--- config.mk ---
export PLATFORM = sky130hd
export DESIGN_NAME = issue_stage
export DESIGN_NICKNAME = d
export VERILOG_FILES = /design/src/rtl/issue_stage.sv
export SDC_FILE = /design/constraint.sdc
export NUM_CORES = 1
export LEC_CHECK = 0
export ABC_AREA = 1
export BUFFER_PORTS_ARGS = -buffer_cell sky130_fd_sc_hd__buf_2
export CORE_AREA = 8 8 265 267
export CTS_CLUSTER_SIZE = 28
export DETAILED_ROUTE_END_ITERATION = 16
export DIE_AREA = 0 0 273 275
export SYNTH_ARGS = -nofsm -noshare
export SYNTH_HDL_FRONTEND = slang
export SYNTH_SLANG_ARGS = --single-unit
export TNS_END_PERCENT = 50
--- constraint.sdc ---
create_clock -name clk -period 2.3 [get_ports clk]
set_input_delay 0.46 -clock clk [delete_from_list [all_inputs] [get_ports clk]]
set_output_delay 0.46 -clock clk [all_outputs]
set_load 0.1 [all_outputs]
--- src/rtl/issue_stage.sv ---
// Operand-issue register in front of the ALU: captures a decoded instruction, forwards from EX/MEM/WB,
// stalls on load-use and pending MEM data, supports flush. Define ISSUE_PERF_CNT_EN for issue/stall counters.
module issue_stage #(
    parameter int XLEN   = 64,
    parameter int REG_AW = 5
) (
    input  logic              clk,
    input  logic              resetn,
    input  logic              flush_i,
    input  logic              in_valid_i,
    output logic              in_ready_o,
    input  logic [XLEN-1:0]   in_pc_i,
    input  logic [XLEN-1:0]   in_imm_i,
    input  logic [REG_AW-1:0] in_rs1_addr_i,
    input  logic [REG_AW-1:0] in_rs2_addr_i,
    input  logic [XLEN-1:0]   in_rs1_data_i,
    input  logic [XLEN-1:0]   in_rs2_data_i,
    input  logic [1:0]        in_a_sel_i,
    input  logic              in_b_sel_i,
    input  logic [3:0]        in_alu_func_i,
    input  logic [REG_AW-1:0] in_rd_addr_i,
    input  logic              in_rd_we_i,
    input  logic              in_is_load_i,
    input  logic [XLEN-1:0]   alu_res_i,
    input  logic [REG_AW-1:0] mem_rd_addr_i,
    input  logic              mem_rd_we_i,
    input  logic              mem_fwd_valid_i,
    input  logic [XLEN-1:0]   mem_fwd_data_i,
    input  logic [REG_AW-1:0] wb_rd_addr_i,
    input  logic              wb_rd_we_i,
    input  logic [XLEN-1:0]   wb_data_i,
    output logic              out_valid_o,
    input  logic              out_ready_i,
    output logic [XLEN-1:0]   opr_a_o,
    output logic [XLEN-1:0]   opr_b_o,
    output logic [3:0]        alu_func_o,
    output logic [XLEN-1:0]   store_data_o,
    output logic [REG_AW-1:0] rd_addr_o,
    output logic              rd_we_o,
    output logic              is_load_o
`ifdef ISSUE_PERF_CNT_EN
    ,
    output logic [63:0]       issue_cnt_o,
    output logic [63:0]       stall_cnt_o
`endif
);

    localparam logic [3:0] OP_ADD = 4'h0;

    typedef enum logic [1:0] {SRC_RF, SRC_EX, SRC_MEM, SRC_WB} fwd_src_e;

    logic              out_valid_q, out_valid_d;
    logic [XLEN-1:0]   opr_a_q, opr_a_d, opr_b_q, opr_b_d, store_data_q, store_data_d;
    logic [3:0]        alu_func_q, alu_func_d;
    logic [REG_AW-1:0] rd_addr_q, rd_addr_d;
    logic              rd_we_q, rd_we_d, is_load_q, is_load_d;

    logic              advance, capture, hazard, load_use, mem_pending;
    logic              rs1_used, rs2_used, ex_fwd_ok, load_held;
    fwd_src_e          rs1_src, rs2_src;
    logic [XLEN-1:0]   rs1_fwd, rs2_fwd;

    // Register x0 never matches a producer, so it always resolves to SRC_RF and reads as zero.
    function automatic fwd_src_e pick_src(input logic [REG_AW-1:0] rs, input logic ex_ok,
                                          input logic [REG_AW-1:0] ex_rd, input logic mem_we,
                                          input logic [REG_AW-1:0] mem_rd, input logic wb_we,
                                          input logic [REG_AW-1:0] wb_rd);
        if (rs == '0)                 return SRC_RF;
        if (ex_ok && ex_rd == rs)     return SRC_EX;
        if (mem_we && mem_rd == rs)   return SRC_MEM;
        if (wb_we && wb_rd == rs)     return SRC_WB;
        return SRC_RF;
    endfunction

    function automatic logic [XLEN-1:0] fwd_value(input fwd_src_e src, input logic [REG_AW-1:0] rs,
                                                  input logic [XLEN-1:0] rf, input logic [XLEN-1:0] ex,
                                                  input logic [XLEN-1:0] mem, input logic [XLEN-1:0] wb);
        case (src)
            SRC_EX:  return ex;
            SRC_MEM: return mem;
            SRC_WB:  return wb;
            default: return (rs == '0) ? '0 : rf;
        endcase
    endfunction

    assign ex_fwd_ok = out_valid_q && rd_we_q && !is_load_q;
    assign load_held = out_valid_q && is_load_q && rd_we_q;
    assign rs1_used  = (in_a_sel_i == 2'b00);
    assign rs2_used  = !in_b_sel_i || !in_rd_we_i;

    assign rs1_src = pick_src(in_rs1_addr_i, ex_fwd_ok, rd_addr_q, mem_rd_we_i, mem_rd_addr_i,
                              wb_rd_we_i, wb_rd_addr_i);
    assign rs2_src = pick_src(in_rs2_addr_i, ex_fwd_ok, rd_addr_q, mem_rd_we_i, mem_rd_addr_i,
                              wb_rd_we_i, wb_rd_addr_i);
    assign rs1_fwd = fwd_value(rs1_src, in_rs1_addr_i, in_rs1_data_i, alu_res_i, mem_fwd_data_i, wb_data_i);
    assign rs2_fwd = fwd_value(rs2_src, in_rs2_addr_i, in_rs2_data_i, alu_res_i, mem_fwd_data_i, wb_data_i);

    assign load_use = load_held &&
                      ((rs1_used && in_rs1_addr_i != '0 && rd_addr_q == in_rs1_addr_i) ||
                       (rs2_used && in_rs2_addr_i != '0 && rd_addr_q == in_rs2_addr_i));
    assign mem_pending = !mem_fwd_valid_i && (rs1_src == SRC_MEM || rs2_src == SRC_MEM);
    assign hazard      = load_use || mem_pending;

    assign advance    = !out_valid_q || out_ready_i;
    // Flush consumes and drops the upstream beat, so it must still report ready.
    assign in_ready_o = flush_i || (advance && !hazard);
    assign capture    = in_valid_i && in_ready_o && !flush_i;

    // NOTE: every always_comb output gets a default first so no path can infer a latch.
    always_comb begin
        out_valid_d  = out_valid_q;
        opr_a_d      = opr_a_q;
        opr_b_d      = opr_b_q;
        alu_func_d   = alu_func_q;
        store_data_d = store_data_q;
        rd_addr_d    = rd_addr_q;
        rd_we_d      = rd_we_q;
        is_load_d    = is_load_q;
        if (flush_i) begin
            out_valid_d = 1'b0;
        end else if (advance) begin
            out_valid_d = capture;
        end
        if (capture) begin
            case (in_a_sel_i)
                2'b00:   opr_a_d = rs1_fwd;
                2'b01:   opr_a_d = in_pc_i;
                default: opr_a_d = '0;
            endcase
            opr_b_d      = in_b_sel_i ? in_imm_i : rs2_fwd;
            store_data_d = rs2_fwd;
            alu_func_d   = in_alu_func_i;
            rd_addr_d    = in_rd_addr_i;
            rd_we_d      = in_rd_we_i;
            is_load_d    = in_is_load_i;
        end
    end

    // NOTE: sequential state uses non-blocking assignments so all registers update from pre-edge values.
    always_ff @(posedge clk) begin
        if (!resetn) begin
            out_valid_q  <= 1'b0;
            opr_a_q      <= '0;
            opr_b_q      <= '0;
            alu_func_q   <= OP_ADD;
            store_data_q <= '0;
            rd_addr_q    <= '0;
            rd_we_q      <= 1'b0;
            is_load_q    <= 1'b0;
        end else begin
            out_valid_q  <= out_valid_d;
            opr_a_q      <= opr_a_d;
            opr_b_q      <= opr_b_d;
            alu_func_q   <= alu_func_d;
            store_data_q <= store_data_d;
            rd_addr_q    <= rd_addr_d;
            rd_we_q      <= rd_we_d;
            is_load_q    <= is_load_d;
        end
    end

    assign out_valid_o  = out_valid_q;
    assign opr_a_o      = opr_a_q;
    assign opr_b_o      = opr_b_q;
    assign alu_func_o   = alu_func_q;
    assign store_data_o = store_data_q;
    assign rd_addr_o    = rd_addr_q;
    assign rd_we_o      = rd_we_q;
    assign is_load_o    = is_load_q;

`ifdef ISSUE_PERF_CNT_EN
    logic [63:0] issue_cnt_q, stall_cnt_q;

    // Pure downstream backpressure is not a hazard and is not counted as a stall.
    always_ff @(posedge clk) begin
        if (!resetn) begin
            issue_cnt_q <= '0;
            stall_cnt_q <= '0;
        end else begin
            if (capture)                           issue_cnt_q <= issue_cnt_q + 64'd1;
            if (in_valid_i && hazard && !flush_i) stall_cnt_q <= stall_cnt_q + 64'd1;
        end
    end

    assign issue_cnt_o = issue_cnt_q;
    assign stall_cnt_o = stall_cnt_q;
`endif

endmodule
==> impl_metrics.env <==
export IMPL_grt_pass1_wl_mm=138
export IMPL_drive_gt1_frac=0.359
export IMPL_dieArea_sq_um=75100
export IMPL_slowest_stage="dfxtp_4"
export IMPL_cpPeakStageDelay_ns=0.39
export IMPL_detail_route_iter0_violations=2309
export IMPL_ant_nets=0
export IMPL_htree_num_levels=1
export IMPL_hp_class="in -> reg"
export IMPL_tightest_slew_ns=0.759
export IMPL_post_route_period_util=1.15
export IMPL_final_cell_mix="buf_2 (692), nand2_1 (663), inv_1 (325), nand4_1 (309), nor2_1 (209)"
export IMPL_die_h_microns=275
export IMPL_drv_cap=0
export IMPL_cts_root_buf="clkbuf_16"
export IMPL_firstDrtPassIters=6
export IMPL_finalMaxSlewViolations=0
export IMPL_powerDensity_nw_per_um2=576
export IMPL_setup_ws_ns=-0.340
export IMPL_fin_crit_ns=2.64
export IMPL_worstPathRequired_ns=1.84
export IMPL_clock_latency_ns=0.57
export IMPL_grt_total_usage=0.249
export IMPL_vdd_drop_max_mv=0.369
export IMPL_grt_max_degree=68
export IMPL_dpl_worst_slack_ns=-0.398
export IMPL_cp_arrival_ns=2.18
export IMPL_yosysWarnings=0
export IMPL_final_area_sq_um=22900
export IMPL_clock_skew_ns=0.0205
export IMPL_antenna_found_initial=25
export IMPL_ys_seq_elements=204
export IMPL_ios=695
export IMPL_hpwl_mm=76.3
export IMPL_die_w_microns=273
export IMPL_cp_end_kind="output pin"
export IMPL_relSlewSlack=0.494
export IMPL_fmax_mhz=379
export IMPL_clkTransAtPathRegs_ns=0.07
export IMPL_cts_sinks=204
export IMPL_port_buffers=694
export IMPL_core_sq_um=66300
export IMPL_ys_seq_area_frac=0.288
export IMPL_crit_chain="inv_1 -> nand2_1 -> nand2_2 -> nor2_4 -> nand3_2 -> or2_1 -> nand2_1 -> a21oi_2 -> nand2_2 -> buf_6 -> nand2_4 -> buf_12"
export IMPL_num_vias=20700
export IMPL_fin_hold_ws_ns=0.107
export IMPL_rsz0062_at_grt="true"
export IMPL_path_max_fanout=4
export IMPL_viasPerCell=4.99
export IMPL_wl_mm=103
export IMPL_syn_inst=2470
export IMPL_synth_area_sq_um=14200
export IMPL_status="finished, violations left"
export IMPL_grt_pass1_vias=19100
export IMPL_setup_viol=203
export IMPL_violations="setup timing"
export IMPL_finalHoldViolations=0
export IMPL_syn_to_final_growth_pct=61.3
export IMPL_grt_ovfl_total=0
export IMPL_wl_per_cell_microns=24.8
export IMPL_cp_start_kind="flip-flop"
export IMPL_drc=0
export IMPL_setup_tns_ns=-33.47
export IMPL_place_gp_congestion=0.951
export IMPL_utilization=0.345
export IMPL_synth_fp_nets=2960
export IMPL_ys_types=29
export IMPL_placed_area_sq_um=20200
export IMPL_cts_hold_buf=0
export IMPL_rows=95
export IMPL_initial_utilization=0.214
export IMPL_cts_tree="yes"
export IMPL_p_leak_nw=11.8
export IMPL_clk_path_buf_depth=3
export IMPL_syn_avg_cell_area_sq_um=5.75
export IMPL_nets=3735
export IMPL_cts_buffers=27
export IMPL_final_common_cell="buf_2"
export IMPL_criticalPathCategory="reg -> out"
layer usage:
| layer | track usage | part of all wire | vias up |
|---|---|---|---|
| li1 | - | - | 9606 |
| met1 | 0.336 | 0.43 | 9721 |
| met2 | 0.395 | 0.44 | 1206 |
| met3 | 0.0590 | 0.095 | 185 |
| met4 | 0.0654 | 0.029 | 12 |
| met5 | 0 | 0.00076 | - |
critical path, delay by kind of cell (launching register included):
kind / cells / cell delay (ns)
AOI/OAI and AO/OA: 1 / 0.07
buffers and inverters: 3 / 0.32
DFF: 1 / 0.39
and+or+nand+nor: 8 / 0.84
cells in the mapped netlist, drive strengths merged:
cell type  count  share of area
nor3           3         0.0018
o211ai         1        0.00053
or2            1        0.00044
dfxtp        204           0.29
nand3b         1        0.00079
clkbuf       133          0.035
xnor2          3         0.0019
nand4        309           0.14
o21ai        165          0.058
buf           66          0.025
o21bai        28          0.015
xor2           4         0.0025
a21boi         1        0.00053
nand3         91          0.032
nor2         246          0.067
o22ai          1        0.00044
a21oi        164          0.058
nand2        711           0.19
inv          338          0.089
through the flow:
| step | std cells | total power (W) |
|---|---|---|
| 6_report | 4154 | 0.0132 |
| 5_1_grt | 4146 | 0.0137 |
| 4_1_cts | 4116 | 0.0131 |
| 3_5_place_dp | 4035 | 0.00852 |
| 3_3_place_gp | 4035 | 0.00852 |
| 2_1_floorplan | 2470 | 0.00680 |
flip-flops by register name (all words and copies together), names as in the netlist:
name and cells:
rd_we_o 1, out_valid_o 1, opr_a_o 64, rd_addr_o 5
opr_b_o 64, store_data_o 64, is_load_o 1, alu_func_o 4
what timing repair did:
action,4_1_cts,5_1_grt
resized for setup,77,197
cloned,17,13
endpoints found under the setup margin,42,205
buffers inserted,23,9
pin swaps,22,97
final cells by class:
class                   instances  area (sq um)
repair buffers                945          6860
clock buffers                  35           746
well taps                     873          1090
fillers                      7352         43400
multi-input cells            1729          8670
flip-flops and latches        204          4110
inverters                     338          1270
clock inverters                11           121
diodes                         19          47.5
worst paths after layout:
path,start,end,slack [ns],cells past startpoint
worst max-delay path,rd_addr_o[2],in_ready_o,-0.34,12
worst min-delay path,flush_i,out_valid_o,0.11,2
worst max register to register,rd_addr_o[2],opr_a_o[24],-0.32,19
worst min register to register,opr_a_o[19],opr_a_o[19],0.46,2
power breakdown:
| group | switching, W | internal [W] |
|---|---|---|
| combinational | 0.00357 | 0.00137 |
| sequential | 0.000151 | 0.00378 |
| clock | 0.00184 | 0.00249 |
kinds of logic (layout without fill, tap and decap cells):
| kind of cell | Yosys count | after routing | synth area share |
|---|---|---|---|
| compound gates | 360 | 360 | 0.133 |
| xor+xnor | 7 | 7 | 0.00432 |
| buf+inv | 537 | 1329 | 0.149 |
| flops | 204 | 204 | 0.288 |
| other cells | 0 | 19 | 0 |
| simple gates | 1362 | 1362 | 0.426 |
Note: power is estimated with default switching activity, not from simulation.
